==> config.mk <==
export PLATFORM = sky130hd
export DESIGN_NAME = pc_fetch_ctrl
export DESIGN_NICKNAME = d
export VERILOG_FILES = /design/src/rtl/cpu_pkg.sv /design/src/rtl/fetch_skid_buf.sv /design/src/rtl/pc_fetch_ctrl.sv
export SDC_FILE = /design/constraint.sdc
export NUM_CORES = 1
export LEC_CHECK = 0
export ABC_CLOCK_PERIOD_IN_PS = 6430
export CAP_MARGIN = 25
export CORE_AREA = 2 2 145 147
export CTS_BUF_LIST = sky130_fd_sc_hd__clkbuf_4 sky130_fd_sc_hd__clkbuf_8 sky130_fd_sc_hd__clkbuf_16
export CTS_CLUSTER_SIZE = 20
export DETAILED_ROUTE_END_ITERATION = 8
export DIE_AREA = 0 0 147 149
export PLACE_DENSITY = 0.75
export SETUP_SLACK_MARGIN = 0.4
export SYNTH_ARGS = -nofsm -noshare
export SYNTH_HDL_FRONTEND = slang
export SYNTH_SLANG_ARGS = --single-unit
export TNS_END_PERCENT = 10
==> constraint.sdc <==
create_clock -name clk -period 6.43 [get_ports clk]
set_input_delay 1.286 -clock clk [delete_from_list [all_inputs] [get_ports clk]]
set_output_delay 1.286 -clock clk [all_outputs]
set_load 0.005 [all_outputs]
==> src/rtl/cpu_pkg.sv <==
// Shared CPU definitions: fetch-stage defaults and the fetch FSM encoding.
package cpu_pkg;

  localparam logic [31:0] RESET_PC_DEFAULT = 32'h0000_0000;
  localparam logic [31:0] PC_STEP_DEFAULT  = 32'd4;

  typedef enum logic {
    IDLE = 1'b0,
    REQ  = 1'b1
  } fetch_state_t;

endpackage

==> src/rtl/fetch_skid_buf.sv <==
// One-entry {pc, inst} holding slot used when the IF/ID register is stalled
// and a fetched word still has to be kept.
module fetch_skid_buf (
  input  logic        clk,
  input  logic        rst,
  input  logic        push,
  input  logic        pop,
  input  logic        flush,
  input  logic [31:0] push_pc,
  input  logic [31:0] push_inst,
  output logic        full,
  output logic [31:0] out_pc,
  output logic [31:0] out_inst
);

  // Flush wins over everything so a redirect never leaves a stale word behind.
  always_ff @(posedge clk or posedge rst) begin
    if (rst) begin
      full     <= 1'b0;
      out_pc   <= 32'h0;
      out_inst <= 32'h0;
    end else if (flush) begin
      full <= 1'b0;
    end else if (push) begin
      full     <= 1'b1;
      out_pc   <= push_pc;
      out_inst <= push_inst;
    end else if (pop) begin
      full <= 1'b0;
    end
  end

endmodule

==> src/rtl/pc_fetch_ctrl.sv <==
// Fetch-stage controller: owns the PC, runs the imem request/ack handshake,
// handles redirects (including while a fetch is in flight) and presents
// fetched words to the IF/ID register through a one-entry skid buffer.
module pc_fetch_ctrl
  import cpu_pkg::*;
#(
  parameter logic [31:0] RESET_PC = RESET_PC_DEFAULT,
  parameter logic [31:0] PC_STEP  = PC_STEP_DEFAULT
) (
  input  logic        clk,
  input  logic        rst,
  input  logic        stall,
  input  logic        redirect_valid,
  input  logic [31:0] redirect_pc,
  output logic        inst_req,
  output logic [31:0] inst_addr,
  input  logic        inst_ack,
  input  logic [31:0] inst_rdata,
  output logic [31:0] pc,
  output logic        if_valid,
  output logic [31:0] if_pc,
  output logic [31:0] if_inst
);

  fetch_state_t state, state_next;
  logic [31:0]  pc_next;
  logic         kill, kill_next;
  logic [31:0]  pend_pc, pend_pc_next;
  logic         accept;
  logic         consume;
  logic         skid_push;
  logic         skid_pop;
  logic         skid_full;
  logic [31:0]  skid_pc;
  logic [31:0]  skid_inst;

  assign inst_req  = (state == REQ);
  assign inst_addr = pc;

  assign consume   = if_valid & ~stall;
  assign skid_push = accept & if_valid & ~consume;
  assign skid_pop  = consume & skid_full;

  // FSM state and PC/kill bookkeeping registers.
  always_ff @(posedge clk or posedge rst) begin
    if (rst) begin
      state   <= IDLE;
      pc      <= RESET_PC;
      kill    <= 1'b0;
      pend_pc <= 32'h0;
    end else begin
      state   <= state_next;
      pc      <= pc_next;
      kill    <= kill_next;
      pend_pc <= pend_pc_next;
    end
  end

  // Next-state logic: a redirect during an outstanding request is remembered
  // in kill/pend_pc so the in-flight word is dropped when its ack arrives.
  always_comb begin
    state_next   = state;
    pc_next      = pc;
    kill_next    = kill;
    pend_pc_next = pend_pc;
    accept       = 1'b0;
    case (state)
      IDLE: begin
        if (redirect_valid) begin
          pc_next = redirect_pc;
        end else if (!skid_full) begin
          state_next = REQ;
        end
      end
      REQ: begin
        if (inst_ack) begin
          state_next = IDLE;
          kill_next  = 1'b0;
          if (redirect_valid) begin
            pc_next = redirect_pc;
          end else if (kill) begin
            pc_next = pend_pc;
          end else begin
            pc_next = pc + PC_STEP;
            accept  = 1'b1;
          end
        end else if (redirect_valid) begin
          kill_next    = 1'b1;
          pend_pc_next = redirect_pc;
        end
      end
      default: state_next = IDLE;
    endcase
  end

  // IF/ID output register: flush beats stall, then fresh word, then skid refill.
  always_ff @(posedge clk or posedge rst) begin
    if (rst) begin
      if_valid <= 1'b0;
      if_pc    <= 32'h0;
      if_inst  <= 32'h0;
    end else if (redirect_valid) begin
      if_valid <= 1'b0;
    end else if (accept && (!if_valid || consume)) begin
      if_valid <= 1'b1;
      if_pc    <= pc;
      if_inst  <= inst_rdata;
    end else if (skid_pop) begin
      if_valid <= 1'b1;
      if_pc    <= skid_pc;
      if_inst  <= skid_inst;
    end else if (consume) begin
      if_valid <= 1'b0;
    end
  end

  fetch_skid_buf u_skid (
    .clk       (clk),
    .rst       (rst),
    .push      (skid_push),
    .pop       (skid_pop),
    .flush     (redirect_valid),
    .push_pc   (pc),
    .push_inst (inst_rdata),
    .full      (skid_full),
    .out_pc    (skid_pc),
    .out_inst  (skid_inst)
  );

endmodule

==> reports/results.txt <==
Status: finished clean
Net switching power: 1.30 mW
Clock root cell: clkbuf_16
Worst R2R Setup Slack: 3280 ps
Drt first pass iters: 5
Via Count: 6592
Leak pwr: 5.37 nW
First-pass GRT wire length: 35200 µm
Worst r2r src: inst_req$_DFF_PP0_
Post-CTS setup buffers: 0
Hold path cells: 1
Combinational group share of total power: 30.3%
Clock transition at path regs: 70 ps
Post-synthesis async set-or-reset flop share: 100%
Final setup fails: 0
Worst Hold Path EP: inst_req$_DFF_PP0_
Max cap viols: 0
Register-to-Register Path Depth: 5
Total core area: 20600 µm²
Share of power burned in registers: 43.8%
Number of remaining DRC errors: 0
Syn Inst Count: 803
Cts repair resizes: 0
Die area: 21900 µm²
Final hold vios: 0
Antenna Violating Nets Remaining: 0
Final wirelength: 21800 µm
Clock latency on the worst-skew pair: 430 ps
CTS tree: built
Mean Syn Cell Area: 11.4 µm²
Filler Cells Inserted: 1729
Seq/Total Area, Yosys: 53.6%
Max Clock Freq: 245 MHz
Vias per inst: 5.34
Die Y: 149 µm
Simple-Gate Fraction of Synth Area: 9.37%
Final Skew: 8.34 ps
Crit share post-route: 63.5%
Max-slew violation count: 0
Sw Ratio: 29.3%
Element type at the critical path end: register
XOR/XNOR share of the synthesized area: 2.30%
Vias in the first global route: 6551
Setup slack after layout: 2350 ps
Initial Utilization: 44.5%
RSZ-0062 raised after global routing: false
Initial DRC Count: 479
Initial antenna violation count: 1
Hold WS: 490 ps
Synth Warn #: 0
Post-Syn Nets: 873
Hold_sp: u_skid.full$_DFFE_PP0P_
Mapped cell area: 9160 µm²
Clk pwr share: 25.9%
Count of different cell masters after synthesis: 50
Final core occ: 57.4%
Leading area contributor after synthesis: dfrtp_1
Sequential cell area: 4900 µm²
Worst slack at placement: 1890 ps
Chip width: 147 µm
Seq cells post-synth: 196
CP Class: in -> reg
Internal: 3.12 mW
Buffers added on ports: 198
Layout cells sized above 1: 15.4%
Worst-Margin Slew: 811 ps
Cell row count: 53
Critical Path AT: 4390 ps
Crit start category: input port
RR Endpoint: u_skid.out_pc[23]$_DFFE_PP0P_
Mux contribution to synthesized area: 19.0%
PwrDens: 374 nW/µm²
Global Route Usage Sum: 20.2%
Hold_buf cts: 0
Final HPWL DP: 14700 µm
Yosys top cell area share: 53.6%
Total CTS buffers: 17
Max clock buf depth: 2
Critical Path Fanout Max: 43
Fin nets: 1016
Tmin final: 4080 ps
Area grow syn2layout: 28.9%
Worst setup startpoint: redirect_valid
Aggregate global routing overflow: 0
Data required, critical path: 6740 ps
Synth Area in Adders: 0.137%
Maximum number of pins on one net before global-route repair: 114
Multi-input combinational cell area: 3720 µm²
Drt wl/cell: 17.7 µm
EDFF count, synth: 0
Top Ports: 199
Main combinational cell family by area after synthesis: multiplexers
Sink Count: 196
Main synth FF type: dfrtp_1
Max-Slew Margin vs Limit: 45.8%
Compound-Gate Fraction of Synth Area: 9.63%
Hold WC Path Type: reg -> reg
Worst IR drop on VDD: 193 µV
CTS H-tree lvls: 4
Fin Setup TNS: 0 ps
Synth top area cells: dfrtp_1 54%, mux2_2 11%, mux2i_1 7.1%
Routability cong.: 0.816
cell families (layout without fill, tap and decap cells):
kind of cell             count (synthesis)  after routing
multiplexers                           162            162
other                                    0              1
adder cells (fa/ha/maj)                  1              1
flip-flops                             196            196
AND/OR/NAND/NOR                        171            171
AO/OA/AOI/OAI                          152            152
buffers and inverters                   97            253
XOR/XNOR                                24             24
stage by stage:
| stage | total power, mW | instances | area, µm² |
|---|---|---|---|
| finish | 4.41 | 1235 | 11800 |
| global route | 4.66 | 1235 | 11800 |
| CTS | 4.45 | 1233 | 11800 |
| detailed placement | 3.31 | 1201 | 11100 |
| global placement | 3.26 | 1200 | 11100 |
| floorplan | 2.51 | 803 | 9160 |
area by class of cell:
| type | instances | area share (%) |
|---|---|---|
| diodes | 1 | 0.0212 |
| clock buffers | 18 | 3.72 |
| clock inverters | 14 | 1.70 |
| inverters | 11 | 0.382 |
| multi-input cells | 510 | 31.6 |
| flip-flops and latches | 196 | 41.6 |
| well taps | 275 | 2.92 |
| repair buffers | 210 | 18.1 |
how the worst max path moves through the flow:
stage / endpoint / slack (ps) / depth (start not counted)
after floorplan: if_inst[0]$_DFFE_PP0P_ / 2610 / 1
after global placement: u_skid.out_pc[17]$_DFFE_PP0P_ / 1950 / 7
after detailed placement: u_skid.out_inst[12]$_DFFE_PP0P_ / 1890 / 7
after CTS: u_skid.out_pc[26]$_DFFE_PP0P_ / 2340 / 7
after global routing: u_skid.out_pc[18]$_DFFE_PP0P_ / 2140 / 7
final: u_skid.out_pc[23]$_DFFE_PP0P_ / 2350 / 7
power by group through the flow:
stage | Sequential (mW) | Clock [mW] | Combinational [mW]
2_1_floorplan | 1.86 | 0 | 0.648
3_3_place_gp | 1.94 | 0 | 1.32
3_5_place_dp | 1.96 | 0 | 1.35
4_1_cts | 1.93 | 1.17 | 1.35
5_1_grt | 1.99 | 1.21 | 1.46
6_report | 1.93 | 1.14 | 1.34
worst max-delay path, cell delays in order:
cell and delay [ps]:
clkdlybuf4s50_1 400, buf_4 240, nor2b_1 490, nand3_2 500, nor2_4 730, buf_12 340
mux2_2 370
state kept, by name (all words and copies together), names as in the netlist:
name / flops
pend_pc: 32
if_valid: 1
u_skid.out_pc: 32
if_inst: 32
kill: 1
inst_req: 1
u_skid.full: 1
inst_addr: 32
u_skid.out_inst: 32
if_pc: 32
layout by cell type, fill, tap and decap left out, types with 3 or more instances in the layout:
cell,n
dfrtp_1,196
clkbuf_16,17
inv_1,10
buf_4,7
nor2_1,83
mux2i_1,65
clkdlybuf4s50_1,198
nand4_1,5
mux2_2,93
a221oi_1,19
o21a_1,3
and3_1,19
clkinv_4,3
xnor2_1,20
nand3_1,11
and4_1,3
bufinv_16,4
nand2b_1,3
nand2_1,20
o21ai_0,25
nor3_1,8
buf_12,4
clkinvlp_4,3
xor2_1,4
o21ai_1,7
o22ai_1,8
mux2_1,4
a21oi_1,80
synthesized netlist by cell type, types with 3 or more instances:
master and instances:
dfrtp_1 196, mux2_2 93, nor2_1 83, a21oi_1 80, mux2i_1 65, buf_4 36, buf_2 31, o21ai_0 25
nand2_1 21, xnor2_1 20, a221oi_1 19, and3_1 19, clkbuf_1 15, inv_1 11, nand3_1 11, nor3_1 8
o22ai_1 8, o21ai_1 7, nand4_1 5, mux2_1 4, xor2_1 4, and4_1 3, nand2b_1 3, o21a_1 3
per-layer routing:
layer  vias up  wire (µm)  track usage (%)
li1       3103          -                -
met1      3281      10100             28.0
met2       183      10400             32.4
met3        25       1020             4.19
met4         0        319             6.15
met5         -          0                0
(Power assumes the default switching activity.)
